--- src/rtl/lenet_prod_accum.sv ---
// Product accumulator for the LeNet datapath: sums a stream of unsigned products per
// vector and hands the saturated sum, beat count and flags downstream over valid/ready.
// Optional requantizer to an 8-bit rounded value: define LENET_ACC_REQUANT_EN.
module lenet_prod_accum #(
  parameter int PROD_W = 16,
  parameter int ACC_W  = 24,
  parameter int CNT_W  = 8,
  parameter int SHIFT  = 8
) (
  input  logic              clk,
  input  logic              rst,
  input  logic              in_valid,
  output logic              in_ready,
  input  logic [PROD_W-1:0] in_prod,
  input  logic              in_last,
  output logic              out_valid,
  input  logic              out_ready,
  output logic [ACC_W-1:0]  out_sum,
  output logic [CNT_W:0]    out_count,
  output logic              out_ovf,
  output logic              out_trunc
);

  typedef enum logic {S_ACC, S_OUT} state_t;

  state_t             state;
  logic [ACC_W-1:0]   acc;
  logic [CNT_W-1:0]   cnt;
  logic               ovf_sticky;

  logic [ACC_W:0]     nxt;
  logic               beat_ovf;
  logic               vec_ovf;
  logic [ACC_W-1:0]   sum_sat;
  logic               at_limit;
  logic               close;
  logic [ACC_W-1:0]   sum_fmt;

  assign in_ready  = (state == S_ACC);
  assign out_valid = (state == S_OUT);

  // NOTE: every signal assigned in this block gets a default first, so no latch is inferred.
  always_comb begin
    nxt      = {1'b0, acc} + {{(ACC_W + 1 - PROD_W){1'b0}}, in_prod};
    beat_ovf = nxt[ACC_W];
    vec_ovf  = ovf_sticky | beat_ovf;
    // Once saturated, the vector stays pinned at all ones regardless of later beats.
    sum_sat  = vec_ovf ? '1 : nxt[ACC_W-1:0];
    at_limit = (cnt == '1);
    close    = in_last | at_limit;
  end

`ifdef LENET_ACC_REQUANT_EN
  localparam logic [ACC_W:0] HALF = (ACC_W + 1)'(1) << (SHIFT - 1);
  logic [ACC_W:0] rnd;

  // Round half up, then clamp to the 8-bit activation range; overflowed vectors clamp too.
  always_comb begin
    rnd = ({1'b0, sum_sat} + HALF) >> SHIFT;
    if (vec_ovf || (rnd > (ACC_W + 1)'(255)))
      sum_fmt = {{(ACC_W - 8){1'b0}}, 8'hFF};
    else
      sum_fmt = rnd[ACC_W-1:0];
  end
`else
  always_comb sum_fmt = sum_sat;
`endif

  // NOTE: sequential state uses non-blocking assignments only, so every flop sees pre-edge values.
  always_ff @(posedge clk or posedge rst) begin
    if (rst) begin
      state      <= S_ACC;
      acc        <= '0;
      cnt        <= '0;
      ovf_sticky <= 1'b0;
      out_sum    <= '0;
      out_count  <= '0;
      out_ovf    <= 1'b0;
      out_trunc  <= 1'b0;
    end else begin
      case (state)
        S_ACC: begin
          if (in_valid) begin
            if (close) begin
              out_sum    <= sum_fmt;
              out_count  <= {1'b0, cnt} + (CNT_W + 1)'(1);
              out_ovf    <= vec_ovf;
              out_trunc  <= ~in_last;
              acc        <= '0;
              cnt        <= '0;
              ovf_sticky <= 1'b0;
              state      <= S_OUT;
            end else begin
              acc        <= sum_sat;
              cnt        <= cnt + CNT_W'(1);
              ovf_sticky <= vec_ovf;
            end
          end
        end
        S_OUT: begin
          // Result fields hold here until the consumer takes them; input beats wait.
          if (out_ready)
            state <= S_ACC;
        end
        default: state <= S_ACC;
      endcase
    end
  end

endmodule
--- config.mk ---
export PLATFORM = sky130hd
export DESIGN_NAME = lenet_prod_accum
export DESIGN_NICKNAME = d
export VERILOG_FILES = /design/src/rtl/lenet_prod_accum.sv
export SDC_FILE = /design/constraint.sdc
export NUM_CORES = 1
export LEC_CHECK = 0
export CAP_MARGIN = 30
export CORE_MARGIN = 2
export CORE_UTILIZATION = 35
export CTS_CLUSTER_DIAMETER = 200
export DETAILED_ROUTE_END_ITERATION = 16
export PLACE_DENSITY = 0.64
export SLEW_MARGIN = 20
export SYNTH_ARGS = -nofsm -noshare
export SYNTH_HDL_FRONTEND = slang
export SYNTH_SLANG_ARGS = --single-unit
export TNS_END_PERCENT = 5
--- constraint.sdc ---
create_clock -name clk -period 2.6 [get_ports clk]
set_clock_uncertainty 0.1 [all_clocks]
set_input_delay 0.52 -clock clk [delete_from_list [all_inputs] [get_ports clk]]
set_output_delay 0.52 -clock clk [all_outputs]
set_load 0.05 [all_outputs]
# Word-level counts from Yosys, hierarchy flattened
# Cells that the tools add are included.
[word_totals]
register_bits = 69
input_bits = 21
output_inout_bits = 37
word_cells = 26
[op_classes]
addsub = 3
eq_ne = 1
n_mux = 8
bitwise = 4
n_reduce_logical = 2
[ops]
columns = ["operator", "count"]
rows = [
  ["two-way mux 24 bit", 2],
  ["adder 24 x 16 -> 25 bit", 1],
  ["adder 8 x 1 -> 9 bit, second input constant", 1],
  ["adder 8 x 1 -> 8 bit, second input constant", 1],
  ["== test 8 bit, second input constant", 1],
  ["two-way mux 8 bit", 1],
  ["two-way mux 1 bit", 4],
  ["AND reduction 3 bit", 1],
  ["inverter 1 bit", 2],
  ["bitwise OR 1 bit", 2],
  ["one-hot mux 1 bit (2 select lines)", 1],
  ["AND reduction 2 bit", 1],
]

# Logic depth before layout (Yosys ltp)
# Gate-level depths: netlist (run 1).
[depth]
ltp_word = 5
depth_mapped = 9

# Worst setup path before layout (run 1)
# No wires, ideal clock.
[synth_timing]
path_kind = "input port to flip-flop"
from = "input in_prod[0]"
to = "register acc[22]"
setup_time_ps = 129
arrival_ps = 2365
t_required_ps = 2371
path_slack_ps = 7
cell_stages = 8
cell_sequence = "ha_1 > fa_1 > a211oi_1 > o211ai_1 > nand3_2 > a22oi_4 > and2_1 > a2111o_1"
[synth_between]
elab_chain_cells = 4
[synth_rtl]
columns = ["item", "line", "source"]
rows = [
  ["start, declared", "14", "input logic [PROD_W-1:0] in_prod,"],
  ["adder 24 x 16 -> 25 bit *", "44", "nxt = {1'b0, acc} + {{(ACC_W + 1 - PROD_W){1'b0}}, in_prod};"],
  ["bitwise OR 1 bit", "46", "vec_ovf = ovf_sticky | beat_ovf;"],
  ["two-way mux 24 bit *", "48", "sum_sat = vec_ovf ? '1 : nxt[ACC_W-1:0];"],
  ["two-way mux 24 bit *", "84", "if (close) begin"],
  ["end signal, assigned", "94", "acc <= sum_sat;"],
  ["end, declared", "27", "logic [ACC_W-1:0] acc;"],
]
# Every way passes the cells marked *; elsewhere a longest branch is shown, timed or not.
# A chain may end at the register's enable or synchronous reset.

# Final worst setup path (run 1)
[layout_timing]
from = "input in_prod[9]"
to = "register acc[18]"
# The elaborated chain is that of the path after synthesis.

==> results.md, run 1 <==
- The floorplan step set the die width to 112 µm.
- The clock network fraction of total power is 0.220.
- The floorplan row count is 39.
- The count of cells in the finished layout, fillers not included, comes to 730.
- The layout cell share with drive strength beyond 1 is 0.223.
- Of the synthesized area, sequential elements account for 0.419.
- The actual slew at the worst max-slew pin is 0.506 ns.
- The critical path goes through clkdlybuf4s50_1, ha_4, a21oi_1, buf_4, o21a_1, o22a_1, and3b_4, buf_4, or4_1, nand4_1.
- TritonCTS created 9 clock buffers.
- Synthesis produced a netlist with a net count of 512.
- The worst setup path is of the in2reg kind.
- The reported max-cap violation count is 0.
- The power density over the cells is 1070 nW/µm².
- The core outline area is 11500 µm².
- For this run, the detailed router's first-pass iteration total came to 5.
- The via count of the first global-routing pass is 3906.
- In the final design database the tool counted 621 nets.
- The count of vias placed by the detailed router is 3958.
- The combined global-route utilization of all metal layers is 0.187.
- The die height is 112 µm.
- Wires add up to 11800 µm.
- The clock input transition at the sequential cells of the worst setup and hold paths is 0.06 ns.
- Pin placement for this block handled 58 I/O pins.
- The register bit count reported by yosys is 69.
- In the finished design, the share of the clock period the worst path needs comes to 0.982.
- The largest individual stage delay along the critical path comes from the cell sky130_fd_sc_hd__or4_1.
- The TritonCTS sink count is 69.
- The area growth from synthesis to layout is 42.5%.
- The synthesized cell area is 4120 µm².
- TritonCTS built the clock tree.
- The maximum fanout along the worst path is 3.
- The first-pass GRT wire length is 19100 µm.
- The worst reg-to-reg path cell count is 8.
- Summing all placed instances gives a cell area of 5250 µm².
- The antenna cell count is 0.
- The ratio of routed vias to standard cells is 5.42.
- Summed over all cells, the static leakage comes to 2.48 nW.
- For this configuration, the core starts out at a cell density of 0.359.
- Of the total power, registers draw 0.245.
- The average wire per cell in the routed design is 16.2 µm.
- Routability-driven placement finished with a final weighted congestion of 0.870.
- The hold path startpoint is out_sum[12].
- In this run the tightest slew margin relative to its limit is 0.661.
- The startpoint of the most critical register-to-register path is acc[0].
- In this run, synthesis inferred 0 flip-flops with an integrated enable.
- The number of instances on the worst hold path is 2.
- The minimum period implied by the final worst setup slack is 2.55 ns.
- Data on the critical path is required at its endpoint by 2.77 ns.
- The share of synthesized flip-flops with an asynchronous set or reset is 1.00.
- The total setup violations reported at the end of the flow is 0.
- The die covers 12700 µm².
- The worst-case vdd ir drop is 473 µV.
- The count of buffer and inverter cells on the critical path is 3.
- The launching element type of the critical path is a primary input.
- The number of placed instances, taps included, is 713.
- The number of hold buffers added after cts is 0.
- The run finished with clean final reports.
- Based on the critical path, the design can be clocked at up to 0.392 GHz.
- The endpoint of the worst hold path is out_sum[12].
- The internal power is 3.65 mW.
- The final instance area is 5870 µm².
- Across all register-to-register paths, the minimum setup slack is 0.18 ns.
- Buffers added to address setup during post-CTS repair amount to 0.
- The endpoint identified for the worst register-to-register timing path is acc[22].
- The H-tree level count is 3.
- The final hold violation count is 0.
- Detailed placement finished with a half-perimeter wire length of 8140 µm.
- In this run, distinct cell masters in the synthesized netlist total 60.
- The aggregate global routing overflow is 0.
- The logic gate share of total power is 0.535.
- The number of instances in the synthesized netlist is 473.
- In the layout the commonest cells are 88 x sky130_fd_sc_hd__nand2_1, 69 x sky130_fd_sc_hd__dfrtp_1, 64 x sky130_fd_sc_hd__buf_4, 52 x sky130_fd_sc_hd__clkdlybuf4s50_1, 35 x sky130_fd_sc_hd__o21ai_1.
- The mean instance size in the synthesized netlist is 8.71 µm².
- The worst setup path is captured at a register.
- The most common cell type on the critical path is sky130_fd_sc_hd__buf_4.
- The number of DRC violations after detailed routing is 0.
- In this run the worst hold path is classified as reg2reg.
- The number of synthesis warnings is 0.
- For this design the total switching power over the nets is 2.60 mW.
- The detailed router's first-iteration violation count is 207.
- The final max-slew violation count came to 0.
- The most frequently used flop master after synthesis is sky130_fd_sc_hd__dfrtp_1.
- The clock root buffer is sky130_fd_sc_hd__clkbuf_16.
- The fraction of power spent switching nets is 0.416.
- The initial antenna violation count is 0.
- The count of nets left with antenna violations once routing finished came out at 0.
- The count of buffers inserted at the top-level ports is 57.
- The library cell used most frequently in the layout, excluding fill and tap cells, is sky130_fd_sc_hd__nand2_1.
- The deepest clock path buffer count is 2.
- The cell family contributing the most delay on the critical path is simple AND/OR/NAND/NOR gates.
- Entering global routing, the biggest net connects 70 pins.
- The later pin in the worst-skew pair is clocked with a latency of 0.34 ns.
- The largest single stage delay on the critical path is 0.48 ns.
- The arrival time at the worst endpoint is 2.72 ns.
## per-stage QoR
stage	setup WS (ns)	hold slack [ns]	utilization	total power [mW]	TNS, ns
4_1_cts	0.00953	0.389	0.488	6.03	0
5_1_grt	-0.0371	0.411	0.512	6.63	-0.110
2_1_floorplan	0.00678	0.360	-	3.40	0
3_5_place_dp	-0.525	0.376	0.458	4.60	-20.76
6_report	0.0464	0.381	0.512	6.25	0
3_3_place_gp	-0.511	0.367	0.458	4.56	-20.30
## sequential cells by signal, summed over array words and instances (netlist names)
signal / count
acc: 24
out_sum: 24
out_count: 9
cnt: 8
out_ovf: 1
out_trunc: 1
out_valid: 1
ovf_sticky: 1
## worst max path at each step
stage / startpoint / endpoint / cells after the start / slack, ns
floorplan: in_prod[0] / acc[22] / 8 / 0.007
global placement: in_prod[0] / out_sum[17] / 9 / -0.51
detailed placement: in_prod[0] / out_sum[17] / 9 / -0.53
CTS: in_prod[0] / out_sum[20] / 10 / 0.01
global route: in_prod[2] / out_sum[21] / 9 / -0.04
finish: in_prod[9] / acc[18] / 10 / 0.05
## synthesized netlist by cell type, types with 2 or more instances
library cell,number,area share
sky130_fd_sc_hd__inv_1,9,0.0082
sky130_fd_sc_hd__nor2b_1,3,0.0046
sky130_fd_sc_hd__nand3_1,14,0.017
sky130_fd_sc_hd__ha_1,17,0.052
sky130_fd_sc_hd__o21ai_0,33,0.040
sky130_fd_sc_hd__a21boi_0,2,0.0036
sky130_fd_sc_hd__a31oi_1,5,0.0076
sky130_fd_sc_hd__a22o_1,2,0.0043
sky130_fd_sc_hd__buf_6,2,0.0055
sky130_fd_sc_hd__dfrtp_1,69,0.42
sky130_fd_sc_hd__o2bb2ai_1,3,0.0064
sky130_fd_sc_hd__clkbuf_1,13,0.012
sky130_fd_sc_hd__xnor2_1,11,0.023
sky130_fd_sc_hd__o21ai_1,34,0.041
sky130_fd_sc_hd__nor3_1,7,0.0085
sky130_fd_sc_hd__or4_1,3,0.0055
sky130_fd_sc_hd__and4_1,2,0.0043
sky130_fd_sc_hd__a21oi_2,2,0.0043
sky130_fd_sc_hd__and3_1,4,0.0061
sky130_fd_sc_hd__nand2_1,88,0.080
sky130_fd_sc_hd__nand4_1,8,0.012
sky130_fd_sc_hd__a21oi_1,33,0.040
sky130_fd_sc_hd__nor2_1,26,0.024
sky130_fd_sc_hd__o211ai_1,6,0.011
sky130_fd_sc_hd__buf_2,8,0.0097
sky130_fd_sc_hd__a2111oi_0,2,0.0043
sky130_fd_sc_hd__o22a_1,5,0.011
sky130_fd_sc_hd__xor2_1,8,0.017
sky130_fd_sc_hd__and2_1,2,0.0030
sky130_fd_sc_hd__o32a_1,3,0.0073
sky130_fd_sc_hd__nand3_2,2,0.0049
sky130_fd_sc_hd__a21o_1,4,0.0073
sky130_fd_sc_hd__mux2i_1,4,0.0097
sky130_fd_sc_hd__a211oi_1,3,0.0055
sky130_fd_sc_hd__or3_1,4,0.0061
sky130_fd_sc_hd__buf_4,5,0.0091
sky130_fd_sc_hd__nor4_1,4,0.0061
## layer usage
metal / up-vias / global-route usage / wire, µm
met5: - / 0 / 0
met4: 0 / 0.0577 / 175
met3: 16 / 0.0405 / 548
met2: 103 / 0.313 / 5770
met1: 1923 / 0.243 / 5330
li1: 1916 / - / -
## area by class of cell
| type | count | area, µm² |
|---|---|---|
| inverters | 9 | 33.8 |
| clock inverters | 7 | 104 |
| multi-input cells | 367 | 2450 |
| flip-flops and latches | 69 | 1730 |
| clock buffers | 9 | 225 |
| repair buffers | 126 | 1150 |
| well taps | 143 | 179 |
| fillers | 1044 | 5600 |
## cell families (layout without fill, tap and decap cells)
group,Yosys count,in the layout,synth area share
buf+inv,37,151,0.0444
mux,4,4,0.00972
xor+xnor,19,19,0.0404
compound gates,150,150,0.225
simple gates,176,176,0.204
flops,69,69,0.419
fa+ha+maj,18,18,0.0565
## what timing repair did
action / CTS / global route
pin swaps: 8 / 18
setup endpoints to repair: 43 / 49
gates resized for setup: 5 / 48
gates cloned: 0 / 1
## tightest hold or removal path, cell delays in order (launching register included)
cell and delay (ns):
sky130_fd_sc_hd__dfrtp_1 0.34, sky130_fd_sc_hd__nand2_1 0.05, sky130_fd_sc_hd__o21ai_1 0.06
## power groups by stage
stage                     clock network [mW]  logic [mW]  registers [mW]
after CTS                               1.40        3.12            1.50
after detailed placement                   0        3.09            1.52
after floorplan                            0        1.37            2.04
final                                   1.38        3.34            1.54
after global placement                     0        3.05            1.51
after global routing                    1.44        3.62            1.57
No activity file was read; power rests on OpenSTA's default activity.
==> run 2: changes to the inputs <==
- clock period: 2.6 -> 2.25 ns (I/O delays scaled with it)
==> results.md, run 2 (synthesis gave the netlist of run 1 again) <==
- The top-level I/O count is 58 (unchanged).
- The number of inserted filler cells in the final layout is 1027 (-1.6%).
- The register-to-register path setup slack is -0.19 ns (-0.37 ns).
- The worst-case vdd ir drop is 987 µV (+110%).
- The minimum period implied by the final worst setup slack is 2.44 ns.
- The average wire per cell in the routed design was 16.4 µm (+1.2%).
- The die height was 112 µm (unchanged).
- The count of vias placed by the detailed router was 4082 (+3.1%).
- The run finished, with violations left.
- The required time of the worst setup path is 2.37 ns (-0.40 ns).
- The placed cell count is 723 (+1.4%).
- The antenna cell count came to 0 (unchanged).
- The aggregate global routing overflow came to 0 (unchanged).
- The core outline area is 11500 µm² (unchanged).
- The utilization of the core after routing is 0.541 (+0.0289).
- The floorplan row count came to 39 (unchanged).
- TritonCTS built the clock tree.
- The final max-slew violation count was 0 (unchanged).
- The total chip power is 7.53 mW (+20%).
- The post-layout instance count excluding filler cells is 752 (+3.0%).
- The number of instances on the worst hold path was 2 (unchanged).
- The count of buffers inserted at the top-level ports is 57 (unchanged).
- The number of hold buffers added after cts is 0 (unchanged).
- Dividing the final minimum period by the clock period gives 1.09.
- The checks that failed: setup timing.
- The endpoint of the worst hold path is out_count[5].
- The total wirelength of the detailed-routed design is 12300 µm (+4.2%).
- The path type of the worst min-delay path is reg2reg.
- The worst reg-to-reg path cell count was 9 (+1).
- The final-stage net count is 643 (+3.5%).
- The clock input transition at the sequential cells of the worst setup and hold paths is 0.06 ns (about the same).
- The die width is 112 µm (unchanged).
- The ratio of routed vias to standard cells came to 5.43 (+0.12%).
- The total clock buffers created by CTS was 9 (unchanged).
- The static leakage is 2.61 nW (+5.2%).
- The deepest clock path buffer count is 2 (unchanged).
- From synthesis to final layout, the design area changed by 50.5%.
- The via count of the first global-routing pass is 4136 (+5.9%).
- The combined global-route utilization of all metal layers is 0.202 (+0.0149).
- The total setup violations reported at the end of the flow is 48 (+48).
- The top cell types in the final layout, fill and taps aside, are 86 x sky130_fd_sc_hd__nand2_1, 80 x sky130_fd_sc_hd__buf_4, 69 x sky130_fd_sc_hd__dfrtp_1, 45 x sky130_fd_sc_hd__clkdlybuf4s50_1, 36 x sky130_fd_sc_hd__o21ai_1.
- The startpoint of the most critical register-to-register path is acc[0].
- The worst hold path begins at out_count[5].
- The number of DRC violations after detailed routing is 0 (unchanged).
- The largest registers in the layout are acc: 24 flops, out_sum: 24 flops, out_count: 9 flops.
- The source-to-sink clock delay at the later pin of the worst-skew pair is 0.34 ns (about the same).
- The first-pass GRT wire length came to 20500 µm (+7.6%).
- The layout cell share with drive strength beyond 1 is 0.286 (+0.0625).
- The final hold violation count came to 0 (unchanged).
- The detailed router's first-iteration violation count came to 234 (+13%).
- The routability congestion estimate is 0.870 (about the same).
- The power density over the cells is 1210 nW/µm² (+14%).
- The post-layout worst setup margin came to -0.191 ns (-0.238 ns).
- The actual slew at the worst max-slew pin is 0.519 ns (+0.0130 ns).
- The setup TNS is -4.40 ns (-4.40 ns).
- The number of iterations in the first detailed-routing pass is 7 (+2).
- The TritonCTS sink count is 69 (unchanged).
- The remaining antenna violation count after routing was 0 (unchanged).
- The clock root buffer is sky130_fd_sc_hd__clkbuf_16.
- The reported max-cap violation count is 0 (unchanged).
- The H-tree level count is 3 (unchanged).
- Setup repair after global routing could not meet its margin everywhere.
- The starting density of the core is 0.359 (unchanged).
- The half-perimeter wire length after detailed placement came to 8510 µm (+4.5%).
- The largest net degree at the start of global routing is 48 (-31%).
- The worst flop-to-flop path endpoint is out_sum[17].
- The maximum fanout along the worst path came to 7 (+4).
- The worst setup path is launched from a register.
- The initial antenna violation count is 0 (unchanged).
- Leaving out fill and tap cells, the most frequent cell in the layout is sky130_fd_sc_hd__nand2_1.
- The die area came to 12700 µm² (unchanged).
- The worst setup slack before clock tree synthesis came to -0.750 ns (-0.225 ns).
- The endpoint type of the worst setup path is a register.
- The worst setup path is of the reg2reg kind.
- The relative slew slack is 0.653 (-0.00868).
- Timing would allow up to 0.410 GHz.
- The arrival time at the worst endpoint is 2.56 ns (-0.16 ns).
==> run 2: power breakdown <==
part | internal (mW) | switching (mW)
Combinational | 1.86 | 2.29
Clock | 1.01 | 0.582
Sequential | 1.55 | 0.239
==> run 2: through the flow <==
step | hold WS (ns) | area [µm²]
after global routing | 0.413 | 6200
after CTS | 0.385 | 6050
after floorplan | 0.360 | 4140
after global placement | 0.363 | 5380
after detailed placement | 0.370 | 5380
final | 0.380 | 6200
==> run 2: layout make-up <==
class | count | area, µm² | share of cell area
flip-flops and latches | 69 | 1730 | 0.279
clock buffers | 10 | 239 | 0.0385
well taps | 143 | 179 | 0.0289
multi-input cells | 367 | 2600 | 0.419
clock inverters | 6 | 93.8 | 0.0151
repair buffers | 148 | 1330 | 0.215
inverters | 9 | 33.8 | 0.00545
==> run 2: how the worst max path moves through the flow <==
stage	from	to	depth (start not counted)
finish	acc[0]	out_sum[17]	9
global route	acc[0]	out_sum[20]	11
floorplan	in_prod[0]	acc[22]	8
CTS	acc[0]	acc[13]	10
detailed placement	in_prod[0]	acc[21]	9
global placement	in_prod[13]	acc[13]	10
==> run 2: layer usage <==
metal  track usage  wire, µm  up-vias
li1              -         -     1955
met1         0.284      5730     1983
met2         0.305      5700      124
met3        0.0470       606       20
met4        0.0732       285        0
met5             0         0        -
==> run 2: what timing repair did <==
action / in CTS / in global routing
buffers inserted: 11 / 2
gates cloned: 1 / 0
endpoints found under the setup margin: 50 / 52
resized for setup: 55 / 37
pin swaps: 20 / 16
==> run 2: worst max-delay path, cell delays in order, from the launching register on <==
cell and delay (ns):
sky130_fd_sc_hd__dfrtp_1 0.41, sky130_fd_sc_hd__ha_4 0.18, sky130_fd_sc_hd__fa_2 0.36, sky130_fd_sc_hd__a211oi_4 0.25, sky130_fd_sc_hd__o211ai_1 0.17, sky130_fd_sc_hd__nand3_2 0.15
sky130_fd_sc_hd__a22oi_4 0.14, sky130_fd_sc_hd__buf_6 0.15, sky130_fd_sc_hd__buf_6 0.12, sky130_fd_sc_hd__o32a_1 0.30
